[config.mk]
export PLATFORM = sky130hd
export DESIGN_NAME = mem_port_arbiter
export DESIGN_NICKNAME = d
export VERILOG_FILES = /design/src/rtl/mem_port_arbiter.sv
export SDC_FILE = /design/constraint.sdc
export NUM_CORES = 1
export LEC_CHECK = 0
export CAP_MARGIN = 40
export CELL_PAD_IN_SITES_DETAIL_PLACEMENT = 1
export CELL_PAD_IN_SITES_GLOBAL_PLACEMENT = 2
export CORE_MARGIN = 5
export CORE_UTILIZATION = 21
export CTS_CLUSTER_DIAMETER = 150
export DETAILED_ROUTE_END_ITERATION = 7
export PLACE_DENSITY_LB_ADDON = 0.1
export SETUP_SLACK_MARGIN = 0.3
export SLEW_MARGIN = 20
export SYNTH_ARGS = -nofsm -noshare
export SYNTH_HDL_FRONTEND = slang
export SYNTH_SLANG_ARGS = --single-unit
[constraint.sdc]
create_clock -name clock -period 1.6 [get_ports clock]
set_clock_uncertainty 0.15 [all_clocks]
set_input_delay 0.32 -clock clock [delete_from_list [all_inputs] [get_ports clock]]
set_output_delay 0.32 -clock clock [all_outputs]
set_load 0.03 [all_outputs]
[src/rtl/mem_port_arbiter.sv]
// mem_port_arbiter: shares one single-port program/data memory between the
// CPU sequencer (requester C) and the loader/debug port (requester L).
//
// Ports:
//   clock, reset                 rising-edge clock, synchronous active-high reset
//   c_req/c_we/c_addr/c_wdata    CPU request, held stable until c_gnt
//   c_gnt                        CPU transfer accepted this cycle
//   c_rvalid/c_rdata             CPU read return (1-cycle pulse, data held)
//   l_*                          loader equivalents of the c_* ports
//   mem_en/mem_we/mem_addr/mem_wdata  registered memory command
//   mem_rdata                    memory read data, valid the cycle after a read command
module mem_port_arbiter #(
  parameter int unsigned AW        = 5,
  parameter int unsigned DW        = 8,
  parameter int unsigned BURST_MAX = 4
) (
  input  logic          clock,
  input  logic          reset,
  input  logic          c_req,
  input  logic          c_we,
  input  logic [AW-1:0] c_addr,
  input  logic [DW-1:0] c_wdata,
  output logic          c_gnt,
  output logic          c_rvalid,
  output logic [DW-1:0] c_rdata,
  input  logic          l_req,
  input  logic          l_we,
  input  logic [AW-1:0] l_addr,
  input  logic [DW-1:0] l_wdata,
  output logic          l_gnt,
  output logic          l_rvalid,
  output logic [DW-1:0] l_rdata,
  output logic          mem_en,
  output logic          mem_we,
  output logic [AW-1:0] mem_addr,
  output logic [DW-1:0] mem_wdata,
  input  logic [DW-1:0] mem_rdata
);

  localparam logic [1:0] OWN_NONE = 2'd0;
  localparam logic [1:0] OWN_C    = 2'd1;
  localparam logic [1:0] OWN_L    = 2'd2;
  localparam logic [3:0] BMAX     = 4'(BURST_MAX);

  logic [1:0]    owner_q, owner_d;
  logic [3:0]    bcnt_q, bcnt_d;
  logic          last_l_q;       // 1: last transfer belonged to L
  logic          mem_en_q, mem_we_q;
  logic [AW-1:0] mem_addr_q;
  logic [DW-1:0] mem_wdata_q;
  logic          tag_vld_q, tag_l_q;
  logic          c_rv_q, l_rv_q;
  logic [DW-1:0] c_hold_q, l_hold_q;

  logic          pick_l, xfer, sel_we;
  logic [AW-1:0] sel_addr;
  logic [DW-1:0] sel_wdata;

  always_comb begin
    c_gnt  = 1'b0;
    l_gnt  = 1'b0;
    pick_l = 1'b0;
    if (!reset) begin
      if (c_req && !l_req) begin
        c_gnt = 1'b1;
      end else if (l_req && !c_req) begin
        l_gnt = 1'b1;
      end else if (c_req && l_req) begin
        // Contention: idle bus favours whoever did not go last; otherwise
        // the owner keeps the port until its burst allowance is used up.
        if (owner_q == OWN_NONE)  pick_l = !last_l_q;
        else if (bcnt_q < BMAX)   pick_l = (owner_q == OWN_L);
        else                      pick_l = (owner_q != OWN_L);
        c_gnt = !pick_l;
        l_gnt = pick_l;
      end
    end
  end

  always_comb begin
    xfer      = c_gnt | l_gnt;
    sel_we    = l_gnt ? l_we    : c_we;
    sel_addr  = l_gnt ? l_addr  : c_addr;
    sel_wdata = l_gnt ? l_wdata : c_wdata;
    owner_d   = OWN_NONE;
    bcnt_d    = '0;
    if (xfer) begin
      owner_d = l_gnt ? OWN_L : OWN_C;
      if (l_gnt == last_l_q) bcnt_d = (bcnt_q >= BMAX) ? BMAX : bcnt_q + 4'd1;
      else                   bcnt_d = 4'd1;
    end
  end

  always_ff @(posedge clock) begin
    if (reset) begin
      owner_q     <= OWN_NONE;
      bcnt_q      <= '0;
      last_l_q    <= 1'b1;
      mem_en_q    <= 1'b0;
      mem_we_q    <= 1'b0;
      mem_addr_q  <= '0;
      mem_wdata_q <= '0;
      tag_vld_q   <= 1'b0;
      tag_l_q     <= 1'b0;
      c_rv_q      <= 1'b0;
      l_rv_q      <= 1'b0;
      c_hold_q    <= '0;
      l_hold_q    <= '0;
    end else begin
      owner_q   <= owner_d;
      bcnt_q    <= bcnt_d;
      mem_en_q  <= xfer;
      mem_we_q  <= xfer & sel_we;
      tag_vld_q <= xfer & !sel_we;
      tag_l_q   <= l_gnt;
      if (xfer) begin
        last_l_q    <= l_gnt;
        mem_addr_q  <= sel_addr;
        mem_wdata_q <= sel_wdata;
      end
      // Tag trails the command by one cycle so rvalid lines up with mem_rdata.
      c_rv_q <= tag_vld_q & !tag_l_q;
      l_rv_q <= tag_vld_q &  tag_l_q;
      if (c_rv_q) c_hold_q <= mem_rdata;
      if (l_rv_q) l_hold_q <= mem_rdata;
    end
  end

  // Read data passes straight through during the valid pulse, then holds.
  assign c_rdata   = c_rv_q ? mem_rdata : c_hold_q;
  assign l_rdata   = l_rv_q ? mem_rdata : l_hold_q;
  assign c_rvalid  = c_rv_q;
  assign l_rvalid  = l_rv_q;
  assign mem_en    = mem_en_q;
  assign mem_we    = mem_we_q;
  assign mem_addr  = mem_addr_q;
  assign mem_wdata = mem_wdata_q;

endmodule

==> out/results.txt <==
outcome - finished, violations left
failing checks - negative setup slack
Syn Area/Cell - 10.0 sq um
Critical Path Fanout Max - 2
Routed WL per cell - 15.2 um
H-tree levels - 2
Via density - 4.34
dpl cells - 361
Tcrit/Tclk final - 125%
final hold vios - 0
core box area - 0.00781 sq mm
Final Routed Wirelength - 6.05 mm
fin crit period - 2000 ps
Final setup viols - 38
fill count - 862
initial antenna violation count - 0
critical path's slowest cell - or4b_4
port bufs - 74
ratio of cells with drive above 1 in the final layout - 55.1%
ANT cells - 0
Cells after Synth - 170
top cells by count, synth - dfxtp_1, mux2_2, nor2b_1
Bufs and invs on worst path - 2
top-count cell post-synth - dfxtp_1
detailed-route via count - 1,726
Fin Setup TNS - -7920 ps
Area growth, synth to finish - 103%
Starting DRT DRC Count - 36
Critical Path RT - 1130 ps
vias in the first global route - 1,924
Clock Sink Count - 42
number of nets with antenna violations after routing - 0
fin worst setup slack - -402 ps
Die H - 100 um
family with the most delay on the worst path - simple AND/OR/NAND/NOR gates
Startpoint Class - flop
root buffer cell - clkbuf_8
TritonCTS buffer count - 5
largest net degree at the start of global routing - 19
Synthesis Warnings - 0
gpl congestion - 0.739
EDFF count, synth - 0
number of remaining DRC errors - 0
num rows - 32
Peak VDD IR - 0.279 mV
P per Cell Area - 758 mW/mm^2
asr flop ratio synth - 0%
CTS tree - built
setup slack at placement - -584 ps
Finished Layout Cells - 398
Seq/Total Area, Yosys - 49.4%
Max Freq - 0.500 GHz
total track usage - 12.4%
CP arrival - 1530 ps
Post-synth top flop - dfxtp_1
DRT Pass-1 Iters - 4
Synth top area share - 49.4%
clock-pin slew on the worst setup and hold paths - 90 ps
critical path cell sequence - nor3b_4 > or4b_4 > nand2_4 > inv_6 > buf_6
Total Nets Final - 336
largest cells by area after synthesis - dfxtp_1, mux2_2, nor2b_1, a211oi_1, nor3_1
largest area contributor in the netlist - dfxtp_1
Slew Limit Fails - 0
CP endpoint kind - output port
P_leak - 1.48 nW
Post-Syn Area - 0.00170 sq mm
CTS Buffer Depth - 2
hpwl dp - 4.09 mm
Synth Register Bits - 42
first-pass GRT wire length - 9.91 mm
Starting Density - 21.8%
grt ovf - 0
design area - 0.00345 sq mm
Max stage delay on crit path - 500 ps
Cell Area, Placed - 0.00278 sq mm
max-cap violation count - 0
later-pin clock latency in the skew report - 290 ps
die area - 0.0100 sq mm
Min Hold Slack - 261 ps
worst hold path type - flop to flop
die width - 100 um
Yosys cell types - 33
I/O pin cnt - 75
Crit Path Category - flop to output port
RSZ-0062 raised after global routing - true
Synthesized Nets - 211
[where the power goes]
part | switching, mW | internal [mW] | total, mW
clock | 0.397 | 0.312 | 0.709
sequential | 0.0380 | 1.11 | 1.14
combinational | 0.342 | 0.420 | 0.762
[final timing paths]
kind | start | end | slack [ps] | depth (start not counted)
hold / removal | tag_l_q | c_rvalid | 260 | 1
setup reg to reg | owner_q[0] | mem_wdata[7] | -370 | 10
setup / recovery | owner_q[1] | l_gnt | -400 | 5
hold reg to reg | tag_l_q | c_rvalid | 260 | 1
[state kept, by name, indices dropped and copies added (netlist names), 2 cells and up]
signal and count:
l_hold_q 8, owner_q 2, bcnt_q 4, mem_wdata 8
c_hold_q 8, mem_addr 5
[per-stage QoR]
step | power [mW] | utilization (%)
finish | 2.61 | 44.2
global route | 2.77 | 44.2
CTS | 2.62 | 42.4
detailed placement | 1.75 | 35.6
global placement | 1.75 | 35.6
floorplan | 1.44 | -
[layout by cell type, fill, tap and decap left out, drive strengths merged, types with 3 or more instances in the layout]
master	count
a221o	3
a211oi	10
nor2b	16
clkbuf	5
dlygate4sd2	3
buf	89
clkdlybuf4s50	36
o211a	3
mux2	16
inv	7
nor3	15
dfxtp	42
o21bai	10
nor2	15
[timing repair]
item / 4_1_cts / 5_1_grt
cloned: 2 / 0
resized for setup: 167 / 27
pin swaps: 11 / 5
endpoints found under the setup margin: 76 / 52
hold buffers: 0 / 0
setup buffers: 19 / 8
[metal layers]
metal | vias to the layer above | share of wire, % | routed length, um | global-route usage (%)
met4 | 0 | 1.2 | 74 | 3.73
li1 | 850 | - | - | -
met5 | - | 0 | 0 | 0
met2 | 60 | 49 | 2970 | 20.7
met1 | 809 | 42 | 2540 | 15.3
met3 | 7 | 7.6 | 459 | 3.96
[area by class of cell]
cell class                 instances  area, sq um  share of cell area [%]
clock inverter                     3         23.8                   0.689
tap                              102          128                    3.70
multi-input combinational        112         1010                    29.4
inverter                           6         27.5                   0.798
timing repair buffer             128         1310                    38.0
sequential                        42          876                    25.4
clock buffer                       5         68.8                    2.00
[logic make-up (layout without fill, tap and decap cells)]
logic type                 count (synthesis)  in the layout  synth area share (%)
and+or+nand+nor                           59             59                  19.3
DFF                                       42             42                  49.4
AOI/OAI and AO/OA                         35             35                  16.0
muxes                                     16             16                  10.6
buffers and inverters                     16            142                  3.68
adders and majority gates                  1              1                 0.735
other                                      1              1                 0.220
(Power assumes the default switching activity.)
